**src/rtl/serial_adder_if.sv**
```systemverilog
// serial_adder_if: start/busy/done handshake plus operand and result bus
// for the bit-serial adder.
interface serial_adder_if #(
  parameter int WIDTH = 8
);
  logic             start;
  logic [WIDTH-1:0] a;
  logic [WIDTH-1:0] b;
  logic             c_in;
  logic             busy;
  logic             done;
  logic [WIDTH-1:0] sum;
  logic             c_out;
  logic             ovf;

  modport master (
    output start, a, b, c_in,
    input  busy, done, sum, c_out, ovf
  );

  modport slave (
    input  start, a, b, c_in,
    output busy, done, sum, c_out, ovf
  );
endinterface

```
**src/rtl/serial_adder.sv**
```systemverilog
// serial_adder: bit-serial ripple adder. One operand bit pair is consumed
// per clock through a single full-adder slice and one carry flip-flop.
// The result registers are updated only when an operation completes.
module serial_adder #(
  parameter int WIDTH = 8
) (
  input  logic           clk,
  input  logic           rst,
  serial_adder_if.slave  bus
);

  localparam int CW = (WIDTH > 1) ? $clog2(WIDTH) : 1;
  localparam logic [CW-1:0] LAST = CW'(WIDTH - 1);

  typedef enum logic [1:0] {
    IDLE = 2'd0,
    RUN  = 2'd1,
    DONE = 2'd2
  } state_t;

  state_t           r_state;
  state_t           w_next;

  logic [WIDTH-1:0] r_sa;
  logic [WIDTH-1:0] r_sb;
  // Holds the WIDTH-1 sum bits produced so far, newest at the MSB; the
  // final bit is appended combinationally so the sum register can load on
  // the same edge that performs the last step.
  logic [WIDTH-2:0] r_ss;
  logic             r_carry;
  logic [CW-1:0]    r_cnt;

  logic [WIDTH-1:0] r_sum;
  logic             r_cout;
  logic             r_ovf;

  logic             w_accept;
  logic             w_last;
  logic             w_s;
  logic             w_carry;
  logic [WIDTH-1:0] w_full;

  // Next-state logic and the single full-adder slice
  always_comb begin
    w_next   = r_state;
    w_accept = 1'b0;
    w_s      = r_sa[0] ^ r_sb[0] ^ r_carry;
    w_carry  = (r_sa[0] & r_sb[0]) | (r_sa[0] & r_carry) | (r_sb[0] & r_carry);
    w_last   = (r_cnt == LAST);
    w_full   = {w_s, r_ss};
    unique case (r_state)
      IDLE: begin
        if (bus.start) begin
          w_accept = 1'b1;
          w_next   = RUN;
        end
      end
      RUN: begin
        if (w_last) w_next = DONE;
      end
      DONE: begin
        if (bus.start) begin
          w_accept = 1'b1;
          w_next   = RUN;
        end else begin
          w_next = IDLE;
        end
      end
      default: w_next = IDLE;
    endcase
  end

  // State register
  always_ff @(posedge clk) begin
    if (rst) r_state <= IDLE;
    else     r_state <= w_next;
  end

  // Operand load, bit stepping and result capture
  always_ff @(posedge clk) begin
    if (rst) begin
      r_sa    <= '0;
      r_sb    <= '0;
      r_ss    <= '0;
      r_carry <= 1'b0;
      r_cnt   <= '0;
      r_sum   <= '0;
      r_cout  <= 1'b0;
      r_ovf   <= 1'b0;
    end else if (w_accept) begin
      r_sa    <= bus.a;
      r_sb    <= bus.b;
      r_carry <= bus.c_in;
      r_cnt   <= '0;
    end else if (r_state == RUN) begin
      r_sa    <= r_sa >> 1;
      r_sb    <= r_sb >> 1;
      r_ss    <= w_full[WIDTH-1:1];
      r_carry <= w_carry;
      r_cnt   <= r_cnt + 1'b1;
      if (w_last) begin
        // r_carry here is the carry into the MSB, w_carry the carry out.
        r_sum  <= w_full;
        r_cout <= w_carry;
        r_ovf  <= r_carry ^ w_carry;
      end
    end
  end

  assign bus.busy  = (r_state == RUN);
  assign bus.done  = (r_state == DONE);
  assign bus.sum   = r_sum;
  assign bus.c_out = r_cout;
  assign bus.ovf   = r_ovf;

endmodule

```
**src/flat_wrapper.sv**
```systemverilog
// flat-port wrapper written by rule: the top's interface ports become plain ports
module serial_adder_flat 
#(
  parameter int WIDTH = 8
)
  (clk, rst, bus_start, bus_a, bus_b, bus_c_in, bus_busy, bus_done, bus_sum, bus_c_out, bus_ovf);
  serial_adder_if #(.WIDTH(WIDTH)) bus_i ();
  input  logic clk;
  input  logic rst;
  input wire logic [$bits(bus_i.start)-1:0] bus_start;
  input wire logic [$bits(bus_i.a)-1:0] bus_a;
  input wire logic [$bits(bus_i.b)-1:0] bus_b;
  input wire logic [$bits(bus_i.c_in)-1:0] bus_c_in;
  output wire logic [$bits(bus_i.busy)-1:0] bus_busy;
  output wire logic [$bits(bus_i.done)-1:0] bus_done;
  output wire logic [$bits(bus_i.sum)-1:0] bus_sum;
  output wire logic [$bits(bus_i.c_out)-1:0] bus_c_out;
  output wire logic [$bits(bus_i.ovf)-1:0] bus_ovf;
  assign bus_i.start = bus_start;
  assign bus_i.a = bus_a;
  assign bus_i.b = bus_b;
  assign bus_i.c_in = bus_c_in;
  assign bus_busy = bus_i.busy;
  assign bus_done = bus_i.done;
  assign bus_sum = bus_i.sum;
  assign bus_c_out = bus_i.c_out;
  assign bus_ovf = bus_i.ovf;
  serial_adder #(.WIDTH(WIDTH)) u_core (.clk(clk), .rst(rst), .bus(bus_i));
endmodule
```
**config.mk**
```make
export PLATFORM = sky130hd
export DESIGN_NAME = serial_adder_flat
export DESIGN_NICKNAME = d
export VERILOG_FILES = /design/src/rtl/serial_adder_if.sv /design/src/rtl/serial_adder.sv /design/src/flat_wrapper.sv
export SDC_FILE = /design/constraint.sdc
export NUM_CORES = 1
export LEC_CHECK = 0
export ABC_AREA = 1
export ABC_CLOCK_PERIOD_IN_PS = 1400
export BUFFER_PORTS_ARGS = -buffer_cell sky130_fd_sc_hd__buf_2
export CAP_MARGIN = 20
export CORE_ASPECT_RATIO = 1.25
export CORE_MARGIN = 2
export CORE_UTILIZATION = 54
export CTS_CLUSTER_DIAMETER = 60
export CTS_CLUSTER_SIZE = 10
export DETAILED_ROUTE_END_ITERATION = 8
export GPL_ROUTABILITY_DRIVEN = 0
export GPL_TIMING_DRIVEN = 0
export PLACE_DENSITY = 0.89
export SYNTH_ARGS = -nofsm -noshare
export SYNTH_HDL_FRONTEND = slang
export SYNTH_SLANG_ARGS = --single-unit
```
**constraint.sdc**
```tcl
create_clock -name clk -period 1.4 [get_ports clk]
set_input_delay 0.21 -clock clk [delete_from_list [all_inputs] [get_ports clk]]
set_output_delay 0.21 -clock clk [all_outputs]
set_load 0.005 [all_outputs]
```
**Word level (Yosys, flattened, before mapping)**

Cells that the tools add are included.

- Add/sub/neg operators: 1
- Equal/unequal tests: 5
- Multiplexer cells: 12
- Bitwise operators: 9
- Reduce and logical (&&, ||, !) cells: 7

Operator list:

| cell | number |
|---|---|
| 2-to-1 mux 8 bit | 4 |
| case mux 2 bit (3 select lines) | 1 |
| 2-to-1 mux 1 bit | 5 |
| 2-to-1 mux 2 bit | 2 |
| AND reduction 2 bit | 2 |
| OR reduction 2 bit | 2 |
| adder 3 x 1 -> 3 bit, second input constant | 1 |
| AND 1 bit | 3 |
| == test 3 bit, second input constant | 1 |
| AND reduction 3 bit | 1 |
| bitwise XOR 1 bit | 3 |
| == test 2 x 1 -> 1 bit, second input constant | 1 |
| == test 2 bit, second input constant | 1 |
| logical NOT 2 bit | 1 |
| inequality test 2 x 1 -> 1 bit, second input constant | 1 |
| inequality test 2 bit, second input constant | 1 |
| OR 1 bit | 2 |
| nonzero test 2 bit | 1 |
| inverter 1 bit | 1 |

- Flip-flop bits (word level): 39
- Input port bits: 20
- Logic and storage cells: 43

**Logic depth before layout (Yosys ltp)**

Gate-level depths: netlist of run 1.

- Depth after elaboration: 5
- Depth in mapped cells: 7

**Worst setup path after synthesis of run 1**

No wires, ideal clock.

- Kind: register to register
- Start: reg u_core.r_cnt[0]
- End: reg u_core.r_sum[0], in the netlist u_core.bus.sum[0]
- Library setup time: 70 ps
- Arrival time: 1,137 ps
- Required time: 1,330 ps
- Path slack: 193 ps
- Cell stages (with the launch flop): 8
- Period minus slack after synthesis: 1,207 ps
- Path through: dfxtp_1 > ha_1 > ha_1 > buf_2 > nand2_2 > buf_6 > nand2_1 > a21oi_1

- Cells in the longest elaborated chain, start to end: 2

RTL lines:

| what | line | source |
|---|---|---|
| start, declared | serial_adder.sv:31 | `logic [CW-1:0] r_cnt;` |
| start signal, assigned | serial_adder.sv:100 | `r_cnt <= r_cnt + 1'b1;` |
| == test 3 bit | serial_adder.sv:49 | `w_last = (r_cnt == LAST);` |
| AND reduction 3 bit (no line) | n/a |  |
| end signal, assigned | serial_adder.sv:103 | `r_sum <= w_full;` |
| end, declared | serial_adder.sv:33 | `logic [WIDTH-1:0] r_sum;` |

No other way between the ends.
A chain may end at the register's enable or synchronous reset.

**Final worst setup path of run 1**

- Start: reg u_core.r_state[0]
- End: out bus_done

- Cells in the longest elaborated chain, start to end: 1

RTL lines:

| what | line | source |
|---|---|---|
| start, declared | serial_adder.sv:21 | `state_t r_state;` |
| start signal, assigned | serial_adder.sv:76 | `else r_state <= w_next;` |
| == test 2 bit | serial_adder.sv:111 | `assign bus.done = (r_state == DONE);` |
| end, declared | flat_wrapper.sv:15 | `output wire logic [$bits(bus_i.done)-1:0] bus_done;` |

No other way between the ends.

==> out/metrics.csv, run 1 <==
stage,metric,value,unit
outcome,run_status,"complete, no violations",
global_routing,grt_first_pass_wirelength,6.18,mm
synth,netlist.top_cell.by_area,dfxtp_1,
synth,combinational_family_with_the_most_area_after_synthesis,simple AND/OR/NAND/NOR gates,
timing,timing_worst_slew_pin_value,500,ps
timing,final_min_period_over_clock_period,95.2,%
clock_tree,cts_max_path_buffers,2,
floorplanning,floorplan.initialDensity,57.5,%
critical_path,worstPathArrival,1120,ps
layout,seqCellArea,786,um^2
power_and_ir_drop,power,2.32,mW
timing,slew_headroom,66.7,%
synth,synth_adder_area_share,2.61,%
clock_tree,root_buffer,clkbuf_4,
min_path,hold_path.startpoint,rst,
power_and_ir_drop,vdd_drop_max,0.788,mV
synth,synthSimpleGateAreaFrac,29.5,%
synth,synth_warnings,0,
detailed_routing,routed_wl,3.75,mm
detailed_routing,dr_total_vias,1607,
power_and_ir_drop,power.internal,1.72,mW
layout,drive_gt1_share,23.0,%
critical_path,worstSetupPathType,flop to output port,
critical_path,worstSetupStartpoint,u_core.r_state[0]$_SDFFE_PP0P_,
synth,synth-xor-area-share,1.02,%
layout,layout-area-overhead-vs-synth,18.4,%
power_and_ir_drop,share_seq_of_total_power,52.0,%
synth,synth_flop_cell,dfxtp_1,
synth,number_of_synthesized_flops_with_an_enable_pin,0,
floorplanning,io_pins,32,
synth,synthDistinctLibCells,21,
floorplanning,area_of_the_die,0.00366,mm^2
synth,post_synth_instance_area,0.00172,mm^2
placement,placed_area,0.00192,mm^2
power_and_ir_drop,p_per_area,1130,mW/mm^2
critical_path,worstSetupStartpointType,flop,
detailed_routing,wl_per_cell,12.3,um
layout,fillers,280,
detailed_routing,vias_per_cell,5.27,
power_and_ir_drop,clockPowerShare,34.4,%
critical_path,crit_end_element,output port,
detailed_routing,detailedRoute.firstIterationViolations,47,
detailed_routing,drt_pass1_iterations,4,
placement,dpl_hpwl,2.65,mm
layout,stdcell_area,0.00204,mm^2
power_and_ir_drop,comb_power_share,13.5,%
synth,mappedNetlistNets,252,
critical_path,critical_path.reg2reg.startpoint,u_core.r_cnt[0]$_SDFFE_PP0P_,
detailed_routing,drt.antenna.violating_nets,0,
power_and_ir_drop,standby_leakage_power,0.935,nW
layout,nets,291,
synth,synthTopCellsByCount,"nand3_1, dfxtp_1, nand2_1",
synth,post_synth_main_area_contributors,"dfxtp_1, nand3_1, nand2_1",
synth,synth-async-reset-ratio,0,%
timing,clock-skew-final,5.70,ps
job,cap_viol_max_count,0,
global_routing,groute.usage.overall,23.5,%
timing,maxClockFrequency,750,MHz
global_routing,number_of_antenna_violations_at_the_first_check_in_global_routing,0,
clock_tree,clock_latency,360,ps
power_and_ir_drop,sw_frac_of_total,25.7,%
power_and_ir_drop,power_switching,0.595,mW
timing,maxSlewViolCount,0,
layout,multi_input_area,754,um^2
timing,timing_hold_violations_final,0,
clock_tree,tritoncts.num_buffers,5,
synth,muxShareOfSynthArea,0,%
layout,antenna_cells_inserted,0,
critical_path,critPathMaxFanout,10,
synth,post_synth_top_area_share,45.3,%
critical_path,worstPathRequired,1190,ps
global_routing,grt_start_max_net_pins,18,
synth,synth.most_common_cell,nand3_1,
timing,period_needed,1330,ps
floorplanning,die_height,67.2,um
clock_tree,clock-sinks,39,
clock_tree,cts_tree,done,
synth,synth_seq_cells,39,
detailed_routing,drc,0,
placement,buffers_on_ports,30,
timing,timing.hold.ws,61.2,ps
synth,synthesized_instance_count,229,
timing,rsz0062_at_grt,false,
clock_tree,clk_pin_slew,120,ps
timing,finalSetupViolCount,0,
layout,post-route-util,68.0,%
floorplanning,core,0.00300,mm^2
global_routing,globalRoute.totalOverflow,0,
global_routing,number_of_global_route_vias_before_repair,1472,
floorplanning,die_span_in_x,54.5,um
floorplanning,floorplan.rows,22,
synth,synth_sequential_area_ratio,45.3,%
synth,synth-compound-area-share,10.3,%
min_path,worst_hold_path_type,input port to flop,
synth,syn_area_per_cell,7.53,um^2
clock_tree,cts_max_level,2,
-- logic make-up (layout without fill, tap and decap cells) --
group / count (synthesis) / in the layout
buf+inv: 38 / 78
xor+xnor: 2 / 2
compound gates: 35 / 35
flops: 39 / 39
simple gates: 112 / 112
fa+ha+maj: 3 / 3
-- registers in the layout (all words and copies together), names as in the netlist --
register	flops
u_core.r_sa	8
u_core.bus.sum	8
u_core.bus.c_out	1
u_core.r_sb	8
u_core.r_carry	1
u_core.r_ss	7
u_core.r_cnt	3
u_core.r_state	2
u_core.bus.ovf	1
-- placed cells by master (no fill, tap or decap), drive strengths merged --
cell type   n
fa          1
a21oi      26
o21ai       8
nand2      37
ha          2
dfxtp      39
nor2       18
xor2        2
inv        13
bufinv      1
buf        45
clkbuf      9
o21a        1
nand3      57
clkinv     10
-- critical path, cell delays in order (launching register included) --
cell	delay, ps
dfxtp_4	390
buf_4	170
nor2_2	100
buf_2	110
-- metal layers --
layer	GRT usage (%)	vias to the layer above	routed length, um
li1	-	828	-
met2	42.2	55	1950
met5	0	-	0
met4	11.3	0	67
met3	3.32	6	207
met1	26.3	718	1520
-- power by group through the flow --
stage / clock (mW) / sequential, mW / combinational, mW
global placement: 0 / 1.22 / 0.290
finish: 0.797 / 1.20 / 0.313
detailed placement: 0 / 1.22 / 0.299
floorplan: 0 / 1.22 / 0.219
global route: 0.846 / 1.21 / 0.353
CTS: 0.813 / 1.20 / 0.320
-- path summary, 6_finish.rpt --
| check | to | slack (ps) | cells past startpoint |
|---|---|---|---|
| worst min-delay path | u_core.bus.sum[5]$_SDFFE_PP0P_ | 60 | 2 |
| worst max register to register | u_core.bus.ovf$_SDFFE_PP0P_ | 100 | 6 |
| worst max-delay path | bus_done | 70 | 3 |
| worst min register to register | u_core.bus.sum[3]$_SDFFE_PP0P_ | 460 | 2 |
-- what timing repair did --
item | 4_1_cts | 5_1_grt
resized for setup | 5 | 3
buffers inserted | 4 | 1
endpoints found under the hold margin | 0 | 0
hold buffers | 0 | 0
pin swaps | 1 | 1
setup endpoints to repair | 2 | 11
-- final cells by class --
cell class,instances,area share [%]
Buffer,13,4.60
Clock inverter,2,1.72
Multi-Input combinational cell,152,37.0
Sequential cell,39,38.5
Timing Repair Buffer,35,9.20
Clock buffer,6,2.51
Inverter,22,4.29
Tap cell,36,2.21
-- per-stage QoR --
step | TNS, ps | instances | setup WS, ps
detailed placement | 0 | 295 | 52.8
floorplan | 0 | 229 | 193
global placement | 0 | 295 | 72.8
global route | 0 | 305 | 11.3
finish | 0 | 305 | 67.1
CTS | -5.99 | 306 | -4.75
Note: power is estimated with default switching activity, not from simulation.
==> run 2, diff against run 1 <==
- RECOVER_POWER: unset -> 25
==> run 2 against run 1 <==
Critical path depth unchanged. Sequential share of layout area up 0.21 points. Clock-buffer cell count unchanged. Via count up 0.12%. Clock skew up 1.7 ps. Total power about the same. Combinational power about the same. Utilization down 0.38 points.
==> out/metrics.csv, run 2 (synthesis results as in run 1) <==
stage,metric,value,unit,change
outcome,run_status,"complete, no violations",,
floorplanning,floorplan.initialDensity,57.5,%,unchanged
layout,mostFrequentLayoutCells,"nand3_1, dfxtp_1, nand2_1, a21oi_1, buf_2",,
clock_tree,root_buffer,clkbuf_4,,
global_routing,grt_util_met3,3.32,%,unchanged
timing,final_min_period_over_clock_period,95.2,%,about the same
global_routing,met1_usage,26.3,%,unchanged
timing,maxSlewViolCount,0,,unchanged
layout,nets,291,,unchanged
detailed_routing,drt_pass1_iterations,4,,unchanged
global_routing,globalRoute.totalOverflow,0,,unchanged
detailed_routing,detailedRoute.firstIterationViolations,50,,+6.4%
floorplanning,io_pins,32,,unchanged
timing,final.setup.tns,0,ps,unchanged
clock_tree,cts_tree,done,,
detailed_routing,routed_wl,3.74,mm,-0.19%
critical_path,worstPathArrival,1120,ps,about the same
placement,placed_area,0.00192,mm^2,unchanged
detailed_routing,wl_per_cell,12.3,um,-0.19%
clock_tree,cts_max_path_buffers,2,,unchanged
floorplanning,area_of_the_die,0.00366,mm^2,unchanged
timing,timing_worst_slew_pin_value,494,ps,-5.49 ps
placement,placement.setup.worst_slack,52.8,ps,unchanged
placement,buffers_on_ports,30,,unchanged
timing,finalSetupViolCount,0,,unchanged
global_routing,number_of_antenna_violations_at_the_first_check_in_global_routing,0,,unchanged
clock_tree,cts_max_level,2,,unchanged
min_path,hold_path.startpoint,rst,,
layout,post-route-util,67.6,%,-0.38 points
min_path,worst_hold_path_type,input port to flop,,
timing,period_needed,1330,ps,+0.364 ps
min_path,worstHoldPathCells,2,,unchanged
job,cap_viol_max_count,0,,unchanged
critical_path,worstSetupStartpointType,flop,,
timing,timing_hold_violations_final,0,,unchanged
critical_path,r2r_cells,6,,unchanged
global_routing,number_of_global_route_vias_before_repair,1472,,unchanged
timing,post-route-worst-setup-slack,66.7,ps,-0.364 ps
critical_path,worstPathRequired,1190,ps,about the same
global_routing,grt_first_pass_wirelength,6.18,mm,unchanged
critical_path,worstSetupPathType,flop to output port,,
detailed_routing,drt.antenna.violating_nets,0,,unchanged
clock_tree,clock-sinks,39,,unchanged
layout,stdcell_area,0.00203,mm^2,-0.55%
timing,timing.hold.ws,57.5,ps,-3.78 ps
global_routing,grt_start_max_net_pins,18,,unchanged
detailed_routing,drc,0,,unchanged
timing,rsz0062_at_grt,false,,
floorplanning,floorplan.rows,22,,unchanged
floorplanning,die_height,67.2,um,unchanged
detailed_routing,dr_total_vias,1609,,+0.12%
critical_path,crit_end_element,output port,,
global_routing,global_route.peak_usage_layer,met2,,
power_and_ir_drop,p_per_area,1140,mW/mm^2,+0.64%
clock_tree,clk_pin_slew,120,ps,about the same
detailed_routing,vias_per_cell,5.28,,+0.12%
layout,layout-area-overhead-vs-synth,17.7,%,
floorplanning,core,0.00300,mm^2,unchanged
timing,clock-skew-final,7.42,ps,+1.72 ps
floorplanning,die_span_in_x,54.5,um,unchanged
min_path,worstHoldEndpoint,u_core.bus.sum[5]$_SDFFE_PP0P_,,
clock_tree,postCtsHoldBufs,0,,unchanged
critical_path,worstSetupStartpoint,u_core.r_state[0]$_SDFFE_PP0P_,,
clock_tree,clock_latency,360,ps,about the same
layout,most_common_library_cell_in_the_layout_ignoring_fill_and_taps,nand3_1,,
clock_tree,tritoncts.num_buffers,5,,unchanged
layout,drive_gt1_share,19.7,%,-3.3 points
critical_path,critical_path.reg2reg.startpoint,u_core.r_cnt[0]$_SDFFE_PP0P_,,
critical_path,crit-reg2reg-capture,u_core.bus.ovf$_SDFFE_PP0P_,,
timing,maxClockFrequency,750,MHz,about the same
critical_path,critPathMaxFanout,10,,unchanged
global_routing,groute.usage.overall,23.5,%,unchanged
global_routing,grtUsageMet2,42.2,%,unchanged
critical_path,r2r_setup_slack,100,ps,about the same
power_and_ir_drop,vdd_drop_max,0.788,mV,about the same
timing,slew_headroom,67.1,%,+0.37 points
power_and_ir_drop,standby_leakage_power,0.895,nW,-4.3%
layout,fillers,275,,-1.8%
layout,antenna_cells_inserted,0,,unchanged
placement,dpl_hpwl,2.65,mm,unchanged
## run 2: cell count changes in the layout (fill, tap and decap cells not counted), sizes merged
cell,before,now
clkbuf,9,18
buf,45,36
## run 2: how the worst max path moves through the flow
stage	slack, ps	endpoint	depth (start not counted)
6_report	70	bus_done	3
5_1_grt	10	bus_done	3
4_1_cts	-5	bus_done	4
3_5_place_dp	50	u_core.bus.sum[7]$_SDFFE_PP0P_	7
3_3_place_gp	70	u_core.bus.ovf$_SDFFE_PP0P_	7
2_1_floorplan	190	u_core.bus.sum[0]$_SDFFE_PP0P_	7
## run 2: stage by stage
step	total power [mW]	std cells
finish	2.32	305
floorplan	1.44	229
CTS	2.33	306
global placement	1.51	295
global route	2.41	305
detailed placement	1.52	295
## run 2: what timing repair did
item                       4_1_cts  5_1_grt
setup endpoints to repair        2       11
buffers inserted                 4        1
resized for setup                5        3
pin swaps                        1        1
hold endpoints to repair         0        0
cloned                           0        0
## run 2: area by class of cell
cell class / instances / area [um^2] / share of cell area (%)
Sequential cell: 39 / 786 / 38.7
Multi-Input combinational cell: 152 / 754 / 37.2
Timing Repair Buffer: 35 / 176 / 8.69
Buffer: 13 / 93.8 / 4.62
Inverter: 22 / 87.6 / 4.32
Clock buffer: 6 / 51.3 / 2.53
Tap cell: 36 / 45.0 / 2.22
Clock inverter: 2 / 35.0 / 1.73
## run 2: routing by layer
layer	wire length, um	vias up
met5	0	-
met4	81	0
met3	183	8
met2	1930	48
met1	1550	724
li1	-	829
## run 2: where the power goes
| group | switching (mW) | internal [mW] |
|---|---|---|
| Clock | 0.378 | 0.422 |
| Sequential | 0.0389 | 1.17 |
| Combinational | 0.179 | 0.133 |
## run 2: critical path: stages (launching register included)
cell and delay (ps):
dfxtp_4 390, buf_4 170, nor2_2 100, buf_2 110
